`src/rtl/hazard_scoreboard.sv`:
```
// hazard_scoreboard
// Latency-aware hazard unit for the decode stage of the pipelined MIPS core.
// Each architectural register carries a countdown of the stall cycles an
// immediate dependent would still need. A separate countdown tracks the
// single non-pipelined multi-cycle unit (mul/div) for structural hazards.
// The module also keeps a saturating count of the cycles decode was held.

module hazard_scoreboard #(
    parameter int REG_COUNT = 32,
    parameter int REG_AW    = 5,
    parameter int LAT_W     = 4,
    parameter int PERF_W    = 32
) (
    input  logic              clk,
    input  logic              rst,
    input  logic              issueValidD,
    input  logic [REG_AW-1:0] rsD,
    input  logic [REG_AW-1:0] rtD,
    input  logic              useRsD,
    input  logic              useRtD,
    input  logic [REG_AW-1:0] writeRegD,
    input  logic              regWriteD,
    input  logic [LAT_W-1:0]  latD,
    input  logic              multiD,
    input  logic              jumpD,
    input  logic              pcSrcD,
    output logic              stallF,
    output logic              stallD,
    output logic              flushE,
    output logic              flushD,
    output logic              mcBusy,
    output logic [PERF_W-1:0] stallCount
);

    // Entry 0 exists only to keep indexing simple; it is never loaded.
    logic [LAT_W-1:0] cnt [REG_COUNT];
    logic [LAT_W-1:0] mc_cnt;

    logic [LAT_W-1:0] rs_cnt;
    logic [LAT_W-1:0] rt_cnt;
    logic [LAT_W-1:0] wr_cnt;

    logic raw_haz;
    logic waw_haz;
    logic str_haz;
    logic stall;
    logic issue;
    logic wr_load;

    // Look up the pending counts of the decode-stage registers; index 0 reads as idle.
    always_comb begin
        rs_cnt = '0;
        rt_cnt = '0;
        wr_cnt = '0;
        for (int r = 1; r < REG_COUNT; r++) begin
            if (rsD == REG_AW'(r)) rs_cnt = cnt[r];
            if (rtD == REG_AW'(r)) rt_cnt = cnt[r];
            if (writeRegD == REG_AW'(r)) wr_cnt = cnt[r];
        end
    end

    // Classify hazards and derive the pipeline control signals.
    always_comb begin
        raw_haz = issueValidD &
                  ((useRsD & (rsD != '0) & (rs_cnt != '0)) |
                   (useRtD & (rtD != '0) & (rt_cnt != '0)));
        // A younger write may not finish ahead of an older one to the same register.
        waw_haz = issueValidD & regWriteD & (writeRegD != '0) & (wr_cnt > latD);
        str_haz = issueValidD & multiD & (mc_cnt != '0);
        stall   = raw_haz | waw_haz | str_haz;
        issue   = issueValidD & ~stall;
        wr_load = issue & regWriteD & (writeRegD != '0) & (latD != '0);
        stallF  = stall;
        stallD  = stall;
        flushE  = stall;
        // A redirect resolved in decode is only honoured once the instruction actually leaves decode.
        flushD  = (jumpD | pcSrcD) & ~stall;
        mcBusy  = (mc_cnt != '0);
    end

    // Per-register countdowns: a new producer's latency overrides the decrement.
    always_ff @(posedge clk) begin
        for (int r = 0; r < REG_COUNT; r++) begin
            if (rst) begin
                cnt[r] <= '0;
            end else if (wr_load && (writeRegD == REG_AW'(r))) begin
                cnt[r] <= latD;
            end else if (cnt[r] != '0) begin
                cnt[r] <= cnt[r] - 1'b1;
            end
        end
    end

    // Multi-cycle unit occupancy countdown.
    always_ff @(posedge clk) begin
        if (rst) begin
            mc_cnt <= '0;
        end else if (issue && multiD) begin
            mc_cnt <= latD;
        end else if (mc_cnt != '0) begin
            mc_cnt <= mc_cnt - 1'b1;
        end
    end

    // Saturating count of cycles in which decode was held.
    always_ff @(posedge clk) begin
        if (rst) begin
            stallCount <= '0;
        end else if (stall && (stallCount != '1)) begin
            stallCount <= stallCount + 1'b1;
        end
    end

endmodule

```
`config.mk`:
```
export PLATFORM = sky130hd
export DESIGN_NAME = hazard_scoreboard
export DESIGN_NICKNAME = d
export VERILOG_FILES = /design/src/rtl/hazard_scoreboard.sv
export SDC_FILE = /design/constraint.sdc
export NUM_CORES = 1
export LEC_CHECK = 0
export ABC_AREA = 1
export ABC_CLOCK_PERIOD_IN_PS = 9500
export BUFFER_PORTS_ARGS = -buffer_cell sky130_fd_sc_hd__buf_4
export CAP_MARGIN = 20
export CORE_UTILIZATION = 27
export CTS_CLUSTER_DIAMETER = 120
export CTS_CLUSTER_SIZE = 30
export DETAILED_ROUTE_END_ITERATION = 10
export PLACE_DENSITY_LB_ADDON = 0.3
export SETUP_SLACK_MARGIN = 0.2
export SLEW_MARGIN = 10
export SYNTH_ARGS = -nofsm -noshare
export SYNTH_HDL_FRONTEND = slang
export SYNTH_SLANG_ARGS = --single-unit
```
`constraint.sdc`:
```
create_clock -name clk -period 9.5 [get_ports clk]
set_input_delay 0.475 -clock clk [delete_from_list [all_inputs] [get_ports clk]]
set_output_delay 0.475 -clock clk [all_outputs]
set_load 0.01 [all_outputs]
```
==> results.cfg, run 1 <==
[run_status]
outcome = complete, no violations

[synthesis]
synth_seq_area_share = 0.323
ys_ff_latch = 160
yosys_warnings = 0
synthXorXnorAreaFrac = 0.0574
yosys.area_share.simple = 0.369
synth.area.top_cells = edfxtp_1 27%, nand2_1 12%, nand4_1 10%
synth-adder-area-share = 0.0346
synth_top_area_cell = edfxtp_1
syn_area_um2 = 13700
synth_top_area_share = 0.271
syn_avg_cell_area_um2 = 6.91
synth_top_family_by_area = simple AND/OR/NAND/NOR gates
synth_fp_nets = 2056
synth_cell_types = 45
syn_inst = 1990
synth_compound_area_frac = 0.110
synthMuxAreaShare = 0

[final_layout]
final_cell_mix = 436 x nand2_1, 289 x inv_1, 227 x nand4_1
multiInputGateArea_um2 = 7880
nets = 2078
seq_area_um2 = 4440
syn2layout_area_growth_pct = 12.2
postLayoutCoreUtil = 0.307
fill_cells = 5491
stdcell_area_um2 = 15400
final_common_cell = nand2_1
post_route_cells_drive_above_1_share = 0.0785

[job]
maxCapViolations = 0

[sta]
fin_skew_ns = 0.0163
tns_ns = 0
fin_crit_sh = 0.766
fmax_mhz = 137
worst_pin_slew_ns = 0.948
slew_headroom = 0.368
fin_ws_ns = 2.22
finalHoldViolations = 0
setup_viol = 0
rsz0062_at_grt = no
fin_crit_ns = 7.28
drv_slew = 0

[power_and_ir_drop]
p_int_uw = 2040
comb_power_share = 0.445
powerDensity_nw_per_um2 = 241
irDropWorstVdd_mv = 0.109
power_switching_uw = 1670
pwr-share-seq = 0.374
power_frac_clock = 0.181
power_leakage_uw = 0.00649
power.total_uw = 3710
switching_share = 0.451

[drt]
finalWirelength_um = 50000
drtIter0Drc = 1397
vias = 14543
wl_per_cell_um = 18.5
dr.pass1.iters = 6
drtAntennaViolNets = 0
via_per_inst = 5.39
drc = 0

[placed_design]
place_ws_ns = 1.88
place_area_um2 = 14900
dp_hpwl_um = 37800
globalplace.congestion = 1.01
numPortBuffers = 64

[worst_setup_path]
rrSetupSlack_ns = 2.61
crit_fanout = 19
cp_slowest_stage_delay_ns = 0.55
cp.required_ns = 9.81
rr_startpoint = cnt[0][8]
crit_end = cnt[1][63]
path_common_cell = nand4_1
rr_worst_depth = 28
startpoint_type = input port
setup.worst_path.start = writeRegD[4]
cp_slowest_cell = a21oi_4
worstSetupEndpointType = flip-flop
r2r-end = cnt[1][63]
crit_arrival_ns = 7.59
critPathKind = in -> reg

[clock_network]
postCtsSetupBuffers = 0
clkTransAtPathRegs_ns = 0.07
holdBufCountCts = 0
clk_latency_ns = 0.49
htree_levels = 4
cts.sinks = 160
cts_tree = done
ctsRootBufferMaster = clkbuf_16
post_cts_resized = 0
clockBufferDepth = 2
cts_buffers = 17

[grt]
grt_pass1_wl_um = 77100
grt.total_usage = 0.195
grt_max_degree = 102
antenna_found_initial = 0
grt_overflow = 0
grt_pass1_vias = 13957

[die]
ios = 65
coreArea_um2 = 50200
initial_core_util = 0.274
row_count = 82
die_height_um = 228
dieWidth_um = 228
die_area_um2 = 51800

[hold_path]
min_from = latD[2]
min_path_type = in -> reg
Yosys cell counts, drive strengths merged:
master and n:
a21oi 70, o21ai 177, edfxtp 124, xnor2 8
o22ai 11, clkinv 2, nand2 441, nor3 42
o21bai 2, clkbuf 40, xor2 82, a221oi 1
o221ai 1, nor2 166, o31ai 1, dfxtp 36
a41oi 1, a22oi 2, or4 1, nand3b 23
o211ai 2, nand3 115, buf 31, ha 38
a311oi 1, nor4 3, or2 2, o21a 1
nand4 254, a31oi 1, o2111ai 10, a211oi 1
inv 300
sequential cells by signal, indices dropped and copies added (netlist names):
| register | count |
|---|---|
| cnt | 124 |
| mc_cnt | 4 |
| stallCount | 32 |
cell type report:
class                   count  share of cell area
multi-input cells        1457               0.511
well taps                 672              0.0545
inverters                 302              0.0739
clock buffers              19              0.0295
flip-flops and latches    160               0.288
repair buffers             74              0.0360
clock inverters            13             0.00649
diodes                      1            0.000162
routing by layer:
layer / GRT usage / vias to the layer above / wire length, um
met5: 0 / - / 0
li1: - / 6906 / -
met1: 0.250 / 6875 / 21600
met2: 0.315 / 651 / 23000
met4: 0.0976 / 0 / 1870
met3: 0.0341 / 111 / 3570
kinds of logic (layout without fill, tap and decap cells):
kind of cell | after synthesis | in the layout
AO/OA/AOI/OAI | 282 | 282
flip-flops | 160 | 160
buffers and inverters | 373 | 408
other | 0 | 1
XOR/XNOR | 90 | 90
AND/OR/NAND/NOR | 1047 | 1047
adder cells (fa/ha/maj) | 38 | 38
worst min path at each step:
stage	to	cells after the start
after floorplan	stallCount[27]	2
after global placement	stallCount[27]	2
after detailed placement	stallCount[30]	2
after CTS	mc_cnt[3]	3
after global routing	mc_cnt[2]	3
final	mc_cnt[2]	3
worst max-delay path: cells and delay by family:
| kind | cells | cell delay [ns] |
|---|---|---|
| buf+inv | 5 | 1.62 |
| fa+ha+maj | 1 | 0.16 |
| compound gates | 15 | 3.21 |
| simple gates | 9 | 2.07 |
per-stage QoR:
| stage | instances | hold slack, ns |
|---|---|---|
| finish | 2698 | 0.254 |
| floorplan | 1990 | 0.512 |
| global placement | 2665 | 0.498 |
| detailed placement | 2665 | 0.503 |
| global route | 2697 | 0.247 |
| CTS | 2697 | 0.216 |
power by group through the flow:
| stage | combinational [uW] | sequential, uW | clock [uW] |
|---|---|---|---|
| after floorplan | 1250 | 1260 | 0 |
| after global placement | 1590 | 1390 | 0 |
| after detailed placement | 1620 | 1390 | 0 |
| after CTS | 1630 | 1380 | 693 |
| after global routing | 1850 | 1410 | 712 |
| final | 1650 | 1390 | 672 |
Note: power is estimated with default switching activity, not from simulation.
==> run 2, diff against run 1 <==
--- a/config.mk
+++ b/config.mk
@@ -6,7 +6,7 @@
 export NUM_CORES = 1
 export LEC_CHECK = 0
 export ABC_AREA = 1
-export ABC_CLOCK_PERIOD_IN_PS = 9500
+export ABC_CLOCK_PERIOD_IN_PS = 6850
 export BUFFER_PORTS_ARGS = -buffer_cell sky130_fd_sc_hd__buf_4
 export CAP_MARGIN = 20
 export CORE_UTILIZATION = 27
==> constraint.sdc (replaced) <==
create_clock -name clk -period 6.85 [get_ports clk]
set_input_delay 0.3425 -clock clk [delete_from_list [all_inputs] [get_ports clk]]
set_output_delay 0.3425 -clock clk [all_outputs]
set_load 0.01 [all_outputs]
==> results.cfg, run 2 (synthesis gave the netlist of run 1 again) <==
[job]
maxCapViolations = 0

[die]
die_height_um = 228
ios = 65
initial_core_util = 0.274
dieWidth_um = 228
die_area_um2 = 51800
coreArea_um2 = 50200
row_count = 82

[drt]
drtIter0Drc = 1472
via_per_inst = 5.36
drtAntennaViolNets = 0
dr.pass1.iters = 6
drc = 0
wl_per_cell_um = 18.7
vias = 14490
finalWirelength_um = 50500

[worst_setup_path]
rrSetupSlack_ns = 1.21
cp_slowest_cell = nor2_1
cp.required_ns = 6.51
startpoint_type = input port
crit_arrival_ns = 5.53
worstSetupEndpointType = output port
rr_worst_depth = 33
cp_slowest_stage_delay_ns = 0.39
r2r-end = cnt[1][52]
crit_end = flushD
setup.worst_path.start = writeRegD[0]
path_common_cell = nand2_1
critPathKind = in -> out
crit_fanout = 8
rr_startpoint = cnt[0][7]

[grt]
grt.total_usage = 0.198
grt_pass1_vias = 13846
grt_pass1_wl_um = 78100
antenna_found_initial = 0
grt_max_degree = 104
grt_overflow = 0

[clock_network]
cts.sinks = 160
ctsRootBufferMaster = clkbuf_16
postCtsSetupBuffers = 0
clockBufferDepth = 2
htree_levels = 4
cts_tree = done
clkTransAtPathRegs_ns = 0.07
post_cts_resized = 0
cts_buffers = 17
clk_latency_ns = 0.49
holdBufCountCts = 0

[final_layout]
antenna_cells = 0
largest_register_ffs = 124
final_cell_mix = 436 x nand2_1, 289 x inv_1, 227 x nand4_1
syn2layout_area_growth_pct = 12.8
final_common_cell = nand2_1
top_register = cnt
largestRegisters = cnt (124), stallCount (32), mc_cnt (4)
nets = 2085
post_route_cells_drive_above_1_share = 0.0827

[sta]
worst_pin_slew_ns = 1.15
fin_crit_sh = 0.857
tns_ns = 0
slew_headroom = 0.235
fin_skew_ns = 0.0192
setup_viol = 0
fmax_mhz = 170
holdWs_ns = 0.116
finalHoldViolations = 0
fin_crit_ns = 5.87
rsz0062_at_grt = no
drv_slew = 0

[placed_design]
numPortBuffers = 64
dp_hpwl_um = 38200
globalplace.congestion = 1.07

[run_status]
outcome = complete, no violations

[power_and_ir_drop]
powerDensity_nw_per_um2 = 336
irDropWorstVdd_mv = 0.184
power_leakage_uw = 0.00655

[hold_path]
min_from = latD[3]
min_path_type = in -> reg
## run 2: worst min path at each step
stage | endpoint | depth (start not counted)
floorplan | mc_cnt[2] | 2
global placement | stallCount[27] | 2
detailed placement | stallCount[27] | 2
CTS | mc_cnt[3] | 3
global route | mc_cnt[3] | 3
finish | mc_cnt[3] | 3
## run 2: where the power goes
| group | switching, uW | internal, uW |
|---|---|---|
| clock network | 461 | 529 |
| logic | 1500 | 812 |
| registers | 371 | 1540 |
| total | 2330 | 2880 |
## run 2: final cells by class
type	instances	area [um2]
clock buffer	20	489
multi-input combinational	1457	7880
fill	5477	34700
tap	672	841
sequential	160	4440
timing repair buffer	81	608
inverter	302	1140
clock inverter	12	106
## run 2: critical path, delay by kind of cell
kind | cells | cell delay (ns)
buffers and inverters | 5 | 0.47
AO/OA/AOI/OAI | 10 | 1.92
adder cells (fa/ha/maj) | 1 | 0.29
AND/OR/NAND/NOR | 18 | 2.46
## run 2: layer usage
layer / GRT usage / part of all wire / wire length (um) / vias up
met5: 0 / 0 / 0 / -
met4: 0.0782 / 0.029 / 1440 / 0
met3: 0.0363 / 0.068 / 3420 / 96
met2: 0.326 / 0.47 / 23600 / 556
met1: 0.255 / 0.44 / 22000 / 6920
li1: - / - / - / 6918
## run 2: through the flow
stage | area [um2] | instances | setup WS [ns] | utilization | power, uW
2_1_floorplan | 13700 | 1990 | 2.33 | - | 3490
3_3_place_gp | 14900 | 2672 | 0.522 | 0.297 | 4140
3_5_place_dp | 14900 | 2672 | 0.511 | 0.297 | 4200
4_1_cts | 15500 | 2704 | 0.955 | 0.309 | 5220
5_1_grt | 15500 | 2704 | 0.351 | 0.309 | 5590
6_report | 15500 | 2704 | 0.978 | 0.309 | 5210
